===== config.mk =====
export PLATFORM = sky130hd
export DESIGN_NAME = alu_src_mux_pipe_flat
export DESIGN_NICKNAME = d
export VERILOG_FILES = /design/src/rtl/alu_src_mux_pipe_pkg.sv /design/src/rtl/alu_src_mux_pipe_if.sv /design/src/rtl/alu_src_mux_pipe_sel.sv /design/src/rtl/alu_src_mux_pipe.sv /design/src/flat_wrapper.sv
export SDC_FILE = /design/constraint.sdc
export NUM_CORES = 1
export LEC_CHECK = 0
export CORE_AREA = 2 2 113 115
export DETAILED_ROUTE_END_ITERATION = 10
export DIE_AREA = 0 0 115 117
export HOLD_SLACK_MARGIN = 0.1
export PLACE_DENSITY_LB_ADDON = 0.3
export RECOVER_POWER = 100
export SLEW_MARGIN = 20
export SYNTH_ARGS = -nofsm -noshare
export SYNTH_HDL_FRONTEND = slang
export SYNTH_SLANG_ARGS = --single-unit

===== constraint.sdc =====
create_clock -name clk -period 1.6 [get_ports clk]
set_input_delay 0.4 -clock clk [delete_from_list [all_inputs] [get_ports clk]]
set_output_delay 0.4 -clock clk [all_outputs]
set_load 0.02 [all_outputs]

===== src/rtl/alu_src_mux_pipe_pkg.sv =====
// Shared definitions for the ALU operand-select pipeline stage:
// default geometry and the skid-buffer state encoding.
package alu_src_mux_pipe_pkg;

   localparam int DEF_WIDTH  = 32;
   localparam int DEF_NUM_IN = 4;
   localparam int DEF_SEL_W  = 2;

   typedef enum logic [1:0] {
      EMPTY = 2'd0,
      ONE   = 2'd1,
      TWO   = 2'd2
   } state_e;

endpackage


===== src/rtl/alu_src_mux_pipe_if.sv =====
// Operand-select bus: upstream source/select handshake, downstream operand
// handshake, squash and sticky error. The slave modport is the pipeline stage.
interface alu_src_mux_pipe_if
   import alu_src_mux_pipe_pkg::*;
#(
   parameter int WIDTH  = DEF_WIDTH,
   parameter int NUM_IN = DEF_NUM_IN,
   parameter int SEL_W  = DEF_SEL_W
);

   logic [NUM_IN*WIDTH-1:0] in_data;
   logic [SEL_W-1:0]        in_sel;
   logic                    in_valid;
   logic                    in_ready;
   logic                    flush;
   logic [WIDTH-1:0]        out_data;
   logic                    out_err;
   logic                    out_valid;
   logic                    out_ready;
   logic                    err_sticky;

   modport master (
      output in_data, in_sel, in_valid, flush, out_ready,
      input  in_ready, out_data, out_err, out_valid, err_sticky
   );

   modport slave (
      input  in_data, in_sel, in_valid, flush, out_ready,
      output in_ready, out_data, out_err, out_valid, err_sticky
   );

endinterface


===== src/rtl/alu_src_mux_pipe_sel.sv =====
// Combinational NUM_IN-way operand selector; unused select codes yield a
// zero word with the error flag raised.
module alu_src_sel
   import alu_src_mux_pipe_pkg::*;
#(
   parameter int WIDTH  = DEF_WIDTH,
   parameter int NUM_IN = DEF_NUM_IN,
   parameter int SEL_W  = DEF_SEL_W
) (
   input  logic [NUM_IN*WIDTH-1:0] data,
   input  logic [SEL_W-1:0]        sel,
   output logic [WIDTH-1:0]        word,
   output logic                    err
);

   always_comb begin
      // NOTE: defaults first so every path assigns both outputs; no latch.
      word = '0;
      err  = 1'b1;
      for (int i = 0; i < NUM_IN; i++) begin
         if (sel == SEL_W'(i)) begin
            word = data[i*WIDTH +: WIDTH];
            err  = 1'b0;
         end
      end
   end

endmodule


===== src/rtl/alu_src_mux_pipe.sv =====
// ALU operand-select stage: picks one of NUM_IN sources and holds the result
// in a 2-entry skid buffer with a registered in_ready and synchronous flush.
module alu_src_mux_pipe
   import alu_src_mux_pipe_pkg::*;
#(
   parameter int WIDTH  = DEF_WIDTH,
   parameter int NUM_IN = DEF_NUM_IN,
   parameter int SEL_W  = DEF_SEL_W
) (
   input logic               clk,
   input logic               rst_n,
   alu_src_mux_pipe_if.slave bus
);

   state_e           state_q, state_d;
   logic [WIDTH-1:0] main_data_q, main_data_d;
   logic             main_err_q, main_err_d;
   logic [WIDTH-1:0] skid_data_q, skid_data_d;
   logic             skid_err_q, skid_err_d;
   logic             in_ready_q, in_ready_d;
   logic             sticky_q, sticky_d;

   logic [WIDTH-1:0] sel_word;
   logic             sel_err;
   logic             in_fire;
   logic             out_fire;
   logic             out_valid;

   alu_src_sel #(
      .WIDTH  (WIDTH),
      .NUM_IN (NUM_IN),
      .SEL_W  (SEL_W)
   ) u_sel (
      .data (bus.in_data),
      .sel  (bus.in_sel),
      .word (sel_word),
      .err  (sel_err)
   );

   assign out_valid = (state_q != EMPTY);
   assign in_fire   = bus.in_valid & in_ready_q;
   assign out_fire  = out_valid & bus.out_ready;

   always_comb begin
      state_d     = state_q;
      main_data_d = main_data_q;
      main_err_d  = main_err_q;
      skid_data_d = skid_data_q;
      skid_err_d  = skid_err_q;
      sticky_d    = sticky_q;

      if (bus.flush) begin
         // Squash wins over everything; an incoming word is simply dropped.
         state_d  = EMPTY;
         sticky_d = 1'b0;
      end else begin
         if (in_fire && sel_err)
            sticky_d = 1'b1;

         case (state_q)
            EMPTY: begin
               if (in_fire) begin
                  state_d     = ONE;
                  main_data_d = sel_word;
                  main_err_d  = sel_err;
               end
            end
            ONE: begin
               if (in_fire && !out_fire) begin
                  state_d     = TWO;
                  skid_data_d = sel_word;
                  skid_err_d  = sel_err;
               end else if (!in_fire && out_fire) begin
                  state_d = EMPTY;
               end else if (in_fire && out_fire) begin
                  main_data_d = sel_word;
                  main_err_d  = sel_err;
               end
            end
            TWO: begin
               // in_ready is low here, so only the drain side can move.
               if (out_fire) begin
                  state_d     = ONE;
                  main_data_d = skid_data_q;
                  main_err_d  = skid_err_q;
               end
            end
            default: state_d = EMPTY;
         endcase
      end

      // Ready is a function of the next state only, keeping out_ready off
      // any combinational path to in_ready.
      in_ready_d = (state_d != TWO);
   end

   always_ff @(posedge clk or negedge rst_n) begin
      if (!rst_n) begin
         state_q     <= EMPTY;
         main_data_q <= '0;
         main_err_q  <= 1'b0;
         skid_data_q <= '0;
         skid_err_q  <= 1'b0;
         in_ready_q  <= 1'b0;
         sticky_q    <= 1'b0;
      end else begin
         // NOTE: non-blocking so every register samples pre-edge values.
         state_q     <= state_d;
         main_data_q <= main_data_d;
         main_err_q  <= main_err_d;
         skid_data_q <= skid_data_d;
         skid_err_q  <= skid_err_d;
         in_ready_q  <= in_ready_d;
         sticky_q    <= sticky_d;
      end
   end

   assign bus.in_ready   = in_ready_q;
   assign bus.out_valid  = out_valid;
   assign bus.out_data   = main_data_q;
   assign bus.out_err    = main_err_q;
   assign bus.err_sticky = sticky_q;

endmodule

===== src/flat_wrapper.sv =====
// flat-port wrapper written by rule: the top's interface ports become plain ports
module alu_src_mux_pipe_flat import alu_src_mux_pipe_pkg::*;
#(
   parameter int WIDTH  = DEF_WIDTH,
   parameter int NUM_IN = DEF_NUM_IN,
   parameter int SEL_W  = DEF_SEL_W
)
  (clk, rst_n, bus_in_data, bus_in_sel, bus_in_valid, bus_flush, bus_out_ready, bus_in_ready, bus_out_data, bus_out_err, bus_out_valid, bus_err_sticky);
  alu_src_mux_pipe_if #(.WIDTH(WIDTH), .NUM_IN(NUM_IN), .SEL_W(SEL_W)) bus_i ();
  input logic clk;
  input logic rst_n;
  input wire logic [$bits(bus_i.in_data)-1:0] bus_in_data;
  input wire logic [$bits(bus_i.in_sel)-1:0] bus_in_sel;
  input wire logic [$bits(bus_i.in_valid)-1:0] bus_in_valid;
  input wire logic [$bits(bus_i.flush)-1:0] bus_flush;
  input wire logic [$bits(bus_i.out_ready)-1:0] bus_out_ready;
  output wire logic [$bits(bus_i.in_ready)-1:0] bus_in_ready;
  output wire logic [$bits(bus_i.out_data)-1:0] bus_out_data;
  output wire logic [$bits(bus_i.out_err)-1:0] bus_out_err;
  output wire logic [$bits(bus_i.out_valid)-1:0] bus_out_valid;
  output wire logic [$bits(bus_i.err_sticky)-1:0] bus_err_sticky;
  assign bus_i.in_data = bus_in_data;
  assign bus_i.in_sel = bus_in_sel;
  assign bus_i.in_valid = bus_in_valid;
  assign bus_i.flush = bus_flush;
  assign bus_i.out_ready = bus_out_ready;
  assign bus_in_ready = bus_i.in_ready;
  assign bus_out_data = bus_i.out_data;
  assign bus_out_err = bus_i.out_err;
  assign bus_out_valid = bus_i.out_valid;
  assign bus_err_sticky = bus_i.err_sticky;
  alu_src_mux_pipe #(.WIDTH(WIDTH), .NUM_IN(NUM_IN), .SEL_W(SEL_W)) u_core (.clk(clk), .rst_n(rst_n), .bus(bus_i));
endmodule

==> metrics, run 1 <==
Internal Pwr Total=0.004771 W; initial antenna violation count=0; Arr. time, crit path=1.88 ns; measured slew at the worst slew-check pin=0.6553 ns; Combinational Power Share=31.4%; Hold Path Class=reg2reg; sw power=0.001957 W; crit path kind=reg2reg; drt wl/cell=15.86 um; Syn Area/Cell=9.753 um2; final period utilization=104.9%; sequential element share of the synthesized area=41.87%; clock buffer depth=2; # rows=41; sequential power share=36.5%; H-tree levels=3; async set-reset flop share out of synthesis=100.0%; Post-Layout Cell Count=774; NumNets Final=754; final slew viol count=0; CP startpoint kind=flop; WP data required=1.80 ns; Setup Skew=0.007499 ns; peak supply drop=444.2 uV; sw frac=29.08%; first-pass GRT wire length=19.67 mm; Root Driver=clkbuf_16; vias in the first global route=4060; Slew HR=56.31%; status=complete, but fails checks; Setup crit end kind=flop; total power density per cell area=970.6 nW/um2; Vias/cell=5.112; CTS tree=built; Vias=3957; IO Pins=171; Final setup viols=54; Distinct cells, synth=30; TritonCTS buffer count=9; endpoints failing hold=0; Power Total=0.006728 W; Die Ht=117 um; Commonest cells post-synth=dfrtp_1 (70), nand2_1 (68), mux2_2 (37); Die W=115 um; Reg2Reg Depth=5; Worst-path clk slew=0.06 ns; yosys warns=0; cell area after synthesis=4184 um2; Clock Power Share=32.1%; global-route usage over all layers=18.56%; top-area cell type share of the netlist area=41.87%; RSZ-0062 raised after global routing=yes; DRC=0; clk sinks=70; final worst slack=-0.07808 ns; Area contributors post-synth=dfrtp_1 (42%), mux2_2 (10%), mux2i_1 (7.7%); failing checks=negative setup slack; Synth Register Bits=70; Buffers on Ports=170; worst-path fanout max=5; hold path cells=2; DR iter-0 viols=130; grt total ovfl=0; main flop type after synthesis=dfrtp_1; WL final=12.28 mm; fill count=1096; syn_nets=564; Core Box Area=12310 um2; clk_lat worst skew=0.32 ns; number of diodes=0; Leak=3.092 nW; hpwl dp=8.681 mm; post-synth top area cell=dfrtp_1; area grow syn2layout=65.67%; Cells after Synth=429; count leader, synth=dfrtp_1; die area=13460 um2; Starting Density=33.98%; Final min period=1.678 ns; Peak Freq=595.9 MHz; pin count of the biggest net entering global routing=71; DP Cell Count=748; drt first pass iters=4; layout cells sized above 1=24.68%; Max Cap Violations=0; gp weighted congestion=0.7405; number of flops mapped to enable cells by yosys=0; number of nets with antenna violations after routing=0
-- timing repair --
action                     in CTS  in global routing
setup endpoints to repair      80                 70
gates resized for setup        67                 22
cloned                          4                  0
hold endpoints to repair        7                  0
buffers inserted                6                  0
pin swaps                       9                  2
hold buffers                    1                  0
-- routing by layer --
metal / wire (um) / vias up / GRT usage, % / share of wire, %
met2: 6070 / 129 / 32.27 / 49
met1: 5207 / 1875 / 22.84 / 42
met3: 778 / 19 / 3.656 / 6.3
met4: 221 / 0 / 7.149 / 1.8
met5: 0 / - / 0 / 0
li1: - / 1934 / - / -
-- worst paths after layout --
kind / from / endpoint / slack, ns
max in group asynchronous: rst_n / u_core.bus.in_ready / 0.37
min reg2reg: u_core.bus.out_data[7] / u_core.bus.out_data[7] / 0.46
max: u_core.state_q[1] / u_core.skid_data_q[16] / -0.08
max reg2reg: u_core.state_q[1] / u_core.skid_data_q[16] / -0.08
min: u_core.bus.out_data[7] / u_core.bus.out_data[7] / 0.46
min in group asynchronous: rst_n / u_core.bus.out_data[12] / 0.74
-- sequential cells by signal, summed over array words and instances, names as in the netlist --
register,cells
u_core.bus.in_ready,1
u_core.state_q,2
u_core.bus.out_err,1
u_core.skid_data_q,32
u_core.bus.err_sticky,1
u_core.bus.out_data,32
u_core.skid_err_q,1
-- metrics by stage --
stage	utilization, %	worst slack (ns)	hold slack (ns)	instance area, um2	setup TNS (ns)
2_1_floorplan	-	-0.04815	0.1044	4189	-0.7475
3_3_place_gp	50.93	-0.4741	0.4401	6271	-23.97
3_5_place_dp	50.93	-0.5271	0.4444	6271	-27.02
4_1_cts	55.72	-0.1359	0.4724	6860	-3.737
5_1_grt	56.30	-0.1312	0.4984	6932	-6.365
6_report	56.30	-0.07808	0.4635	6932	-1.887
-- final cells by class --
class                      count  area, um2  share of cell area (%)
multi-input combinational    322       2469                   35.61
timing repair buffer         215       2195                   31.66
sequential                    70       1753                   25.29
clock buffer                  11      242.7                   3.502
tap                          150      187.7                   2.708
clock inverter                 5      81.33                   1.173
inverter                       1      3.754                 0.05415
-- power groups by stage --
stage | sequential (W) | clock [W] | combinational, W
5_1_grt | 0.00251 | 0.00230 | 0.00229
6_report | 0.00246 | 0.00216 | 0.00211
3_3_place_gp | 0.00246 | 0 | 0.00204
3_5_place_dp | 0.00248 | 0 | 0.00210
4_1_cts | 0.00245 | 0.00220 | 0.00207
2_1_floorplan | 0.00266 | 0 | 0.000854
-- critical path, cell delays in order (launching register included) --
cell	delay (ns)
dfrtp_1	0.38
nand4b_1	0.20
or3_4	0.43
buf_12	0.16
buf_16	0.13
mux2_2	0.26
-- cell families (layout without fill, tap and decap cells) --
kind of cell           count (synthesis)  count (layout)  synth area share (%)
AO/OA/AOI/OAI                        113             113                 16.66
buffers and inverters                 37             232                 4.276
multiplexers                          84              84                 23.00
AND/OR/NAND/NOR                      125             125                 14.20
flip-flops                            70              70                 41.87
-- layout by cell type, fill, tap and decap left out, types with 2 or more instances in the layout --
master	n
o21ai_1	10
bufinv_16	2
nand2_2	7
clkdlybuf4s50_1	130
nor2_1	12
o21ai_0	21
o31ai_1	10
nor2b_1	33
buf_4	27
buf_6	3
nand2_1	60
mux2_4	15
buf_2	2
o31ai_4	4
bufbuf_16	2
clkbuf_1	3
dfrtp_1	69
buf_16	2
o22ai_1	32
dlygate4sd2_1	35
o31ai_2	18
o21ai_2	2
buf_12	9
clkbuf_16	9
nand2b_2	2
mux2i_1	32
mux2_2	37
nand3b_1	2
a21oi_1	12
nand4b_1	2
Power figures use the tool's default switching activity.
==> run 2: changes to the inputs <==
--- a/config.mk
+++ b/config.mk
@@ -11,6 +11,7 @@
 export HOLD_SLACK_MARGIN = 0.1
 export PLACE_DENSITY_LB_ADDON = 0.3
 export RECOVER_POWER = 100
+export REMOVE_ABC_BUFFERS = 1
 export SLEW_MARGIN = 20
 export SYNTH_ARGS = -nofsm -noshare
 export SYNTH_HDL_FRONTEND = slang
==> constraint.sdc (replaced) <==
create_clock -name clk -period 1.5 [get_ports clk]
set_input_delay 0.375 -clock clk [delete_from_list [all_inputs] [get_ports clk]]
set_output_delay 0.375 -clock clk [all_outputs]
set_load 0.02 [all_outputs]
==> run 2 against run 1 <==
Net effect:
- the run still ends with negative setup slack left
- setup slack lost 0.11 ns
- non-clock buffer count shrank 1
- clock skew grew 0.0021 ns
- register-to-register slack lost 0.11 ns
- clock power grew 22%
- hold slack gained 0.011 ns
- flip-flop and latch count is the same
- count of clock-buffer cells in the layout shrank 2
- wire length shrank 1.0%
- total power grew 11%
- combinational power grew 4%
- largest cell class unchanged
- largest power group is now clock
==> metrics, run 2 (synthesized netlist as in run 1, its figures left out) <==
endpoints failing hold=0; area grow syn2layout=64.08%; peak supply drop=570.0 uV; WP data required=1.69 ns; number of diodes=0; commonest non-fill, non-tap cell in the layout=clkdlybuf4s50_1; layout cells sized above 1=22.31%; clock buffer depth=2; IO Pins=171; Die Ht=117 um; final slew viol count=0; Slew HR=57.24%; Setup Skew=0.009616 ns; Final setup viols=67; Hold Path Class=reg2reg; CP startpoint kind=flop; status=complete, but fails checks; # rows=41; Arr. time, crit path=1.88 ns; final period utilization=112.3%; H-tree levels=3; RSZ-0062 raised after global routing=yes; initial antenna violation count=0; Reg2Reg Depth=5; vias in the first global route=4082; crit path kind=reg2reg; number of nets with antenna violations after routing=0; die area=13460 um2; NumNets Final=753; pin count of the biggest net entering global routing=71; Leak=3.087 nW; Vias/cell=5.107; gp weighted congestion=0.7405; global-route usage over all layers=17.95%; Starting Density=33.98%; Die W=115 um; Root Driver=clkbuf_16; final worst slack=-0.1839 ns; Peak Freq=593.9 MHz; fill count=1098; Post-Layout Cell Count=773; TritonCTS buffer count=9; drt wl/cell=15.72 um; failing checks=negative setup slack; Core Box Area=12310 um2; hold path cells=2; Max Cap Violations=0; Vias=3948; Worst-path clk slew=0.07 ns; CTS tree=built; Setup crit end kind=flop; clk sinks=70; Final min period=1.684 ns; first-pass GRT wire length=19.40 mm; total power density per cell area=1084 nW/um2; Buffers on Ports=170; final core occ=55.76%; worst-path fanout max=5; hpwl dp=8.657 mm; DR iter-0 viols=193; grt total ovfl=0; most frequent cells in the layout=clkdlybuf4s50_1 (129), dfrtp_1 (70), nand2_1 (67); DP Cell Count=748; WL final=12.15 mm; drt first pass iters=5; measured slew at the worst slew-check pin=0.6415 ns; clk_lat worst skew=0.32 ns; DRC=0
run 2: cell count changes in the layout (fill, tap and decap cells not counted), sizes merged:
cell	delta
buf	-2
bufinv	+2
clkinv	+2
clkbuf	-1
clkdlybuf4s50	-1
clkinvlp	-1
dlygate4sd2	+1
inv	-1
run 2: path summary, 6_finish.rpt:
path / from / endpoint / slack, ns
max: u_core.state_q[1] / u_core.skid_data_q[15] / -0.18
min: u_core.bus.out_data[8] / u_core.bus.out_data[8] / 0.47
max reg2reg: u_core.state_q[1] / u_core.skid_data_q[15] / -0.18
min reg2reg: u_core.bus.out_data[8] / u_core.bus.out_data[8] / 0.47
max in group asynchronous: rst_n / u_core.bus.out_data[6] / 0.33
min in group asynchronous: rst_n / u_core.bus.in_ready / 0.72
run 2: power by group:
group / leakage, nW / internal, W / total [W] / switching (W)
clock network: 0.180 / 0.00180 / 0.00264 / 0.000836
registers: 0.872 / 0.00235 / 0.00261 / 0.000256
logic: 2.04 / 0.00120 / 0.00219 / 0.000993
total: 3.09 / 0.00535 / 0.00744 / 0.00209
run 2: cell type report:
type                    count  area (um2)  area share, %
clock buffers               9       225.2          3.280
flip-flops and latches     70        1752          25.51
inverters                   1       3.754        0.05467
multi-input cells         322        2376          34.61
well taps                 150       187.7          2.734
repair buffers            214        2175          31.67
clock inverters             7       146.4          2.132
run 2: per-stage QoR:
| stage | power [W] | hold WS, ns | TNS, ns | worst slack, ns | cell area (um2) |
|---|---|---|---|---|---|
| after floorplan | 0.003671 | 0.07941 | -44.32 | -0.7793 | 4009 |
| after global placement | 0.004814 | 0.4108 | -30.66 | -0.6315 | 6307 |
| after detailed placement | 0.004889 | 0.4187 | -33.26 | -0.6532 | 6307 |
| after CTS | 0.007484 | 0.4731 | -7.647 | -0.1956 | 6870 |
| after global routing | 0.007825 | 0.4957 | -11.50 | -0.2452 | 6865 |
| final | 0.007440 | 0.4748 | -6.943 | -0.1839 | 6865 |
run 2: repair_timing:
action | in CTS | in global routing
gates resized for setup | 62 | 13
endpoints found under the hold margin | 64 | 0
pin swaps | 1 | 1
endpoints found under the setup margin | 102 | 70
gates cloned | 3 | 0
setup buffers | 7 | 1
hold buffers | 1 | 0
run 2: layer usage:
metal | GRT usage [%] | vias to the layer above | wire length [um]
li1 | - | 1925 | -
met1 | 21.37 | 1893 | 5118
met2 | 32.63 | 122 | 6221
met3 | 4.119 | 8 | 721
met4 | 4.900 | 0 | 91
met5 | 0 | - | 0
run 2: worst max-delay path: stages (launching register included):
cell      delay, ns
dfrtp_1        0.40
nand4b_1       0.19
or3_4          0.38
buf_4          0.16
buf_12         0.13
mux2_4         0.29
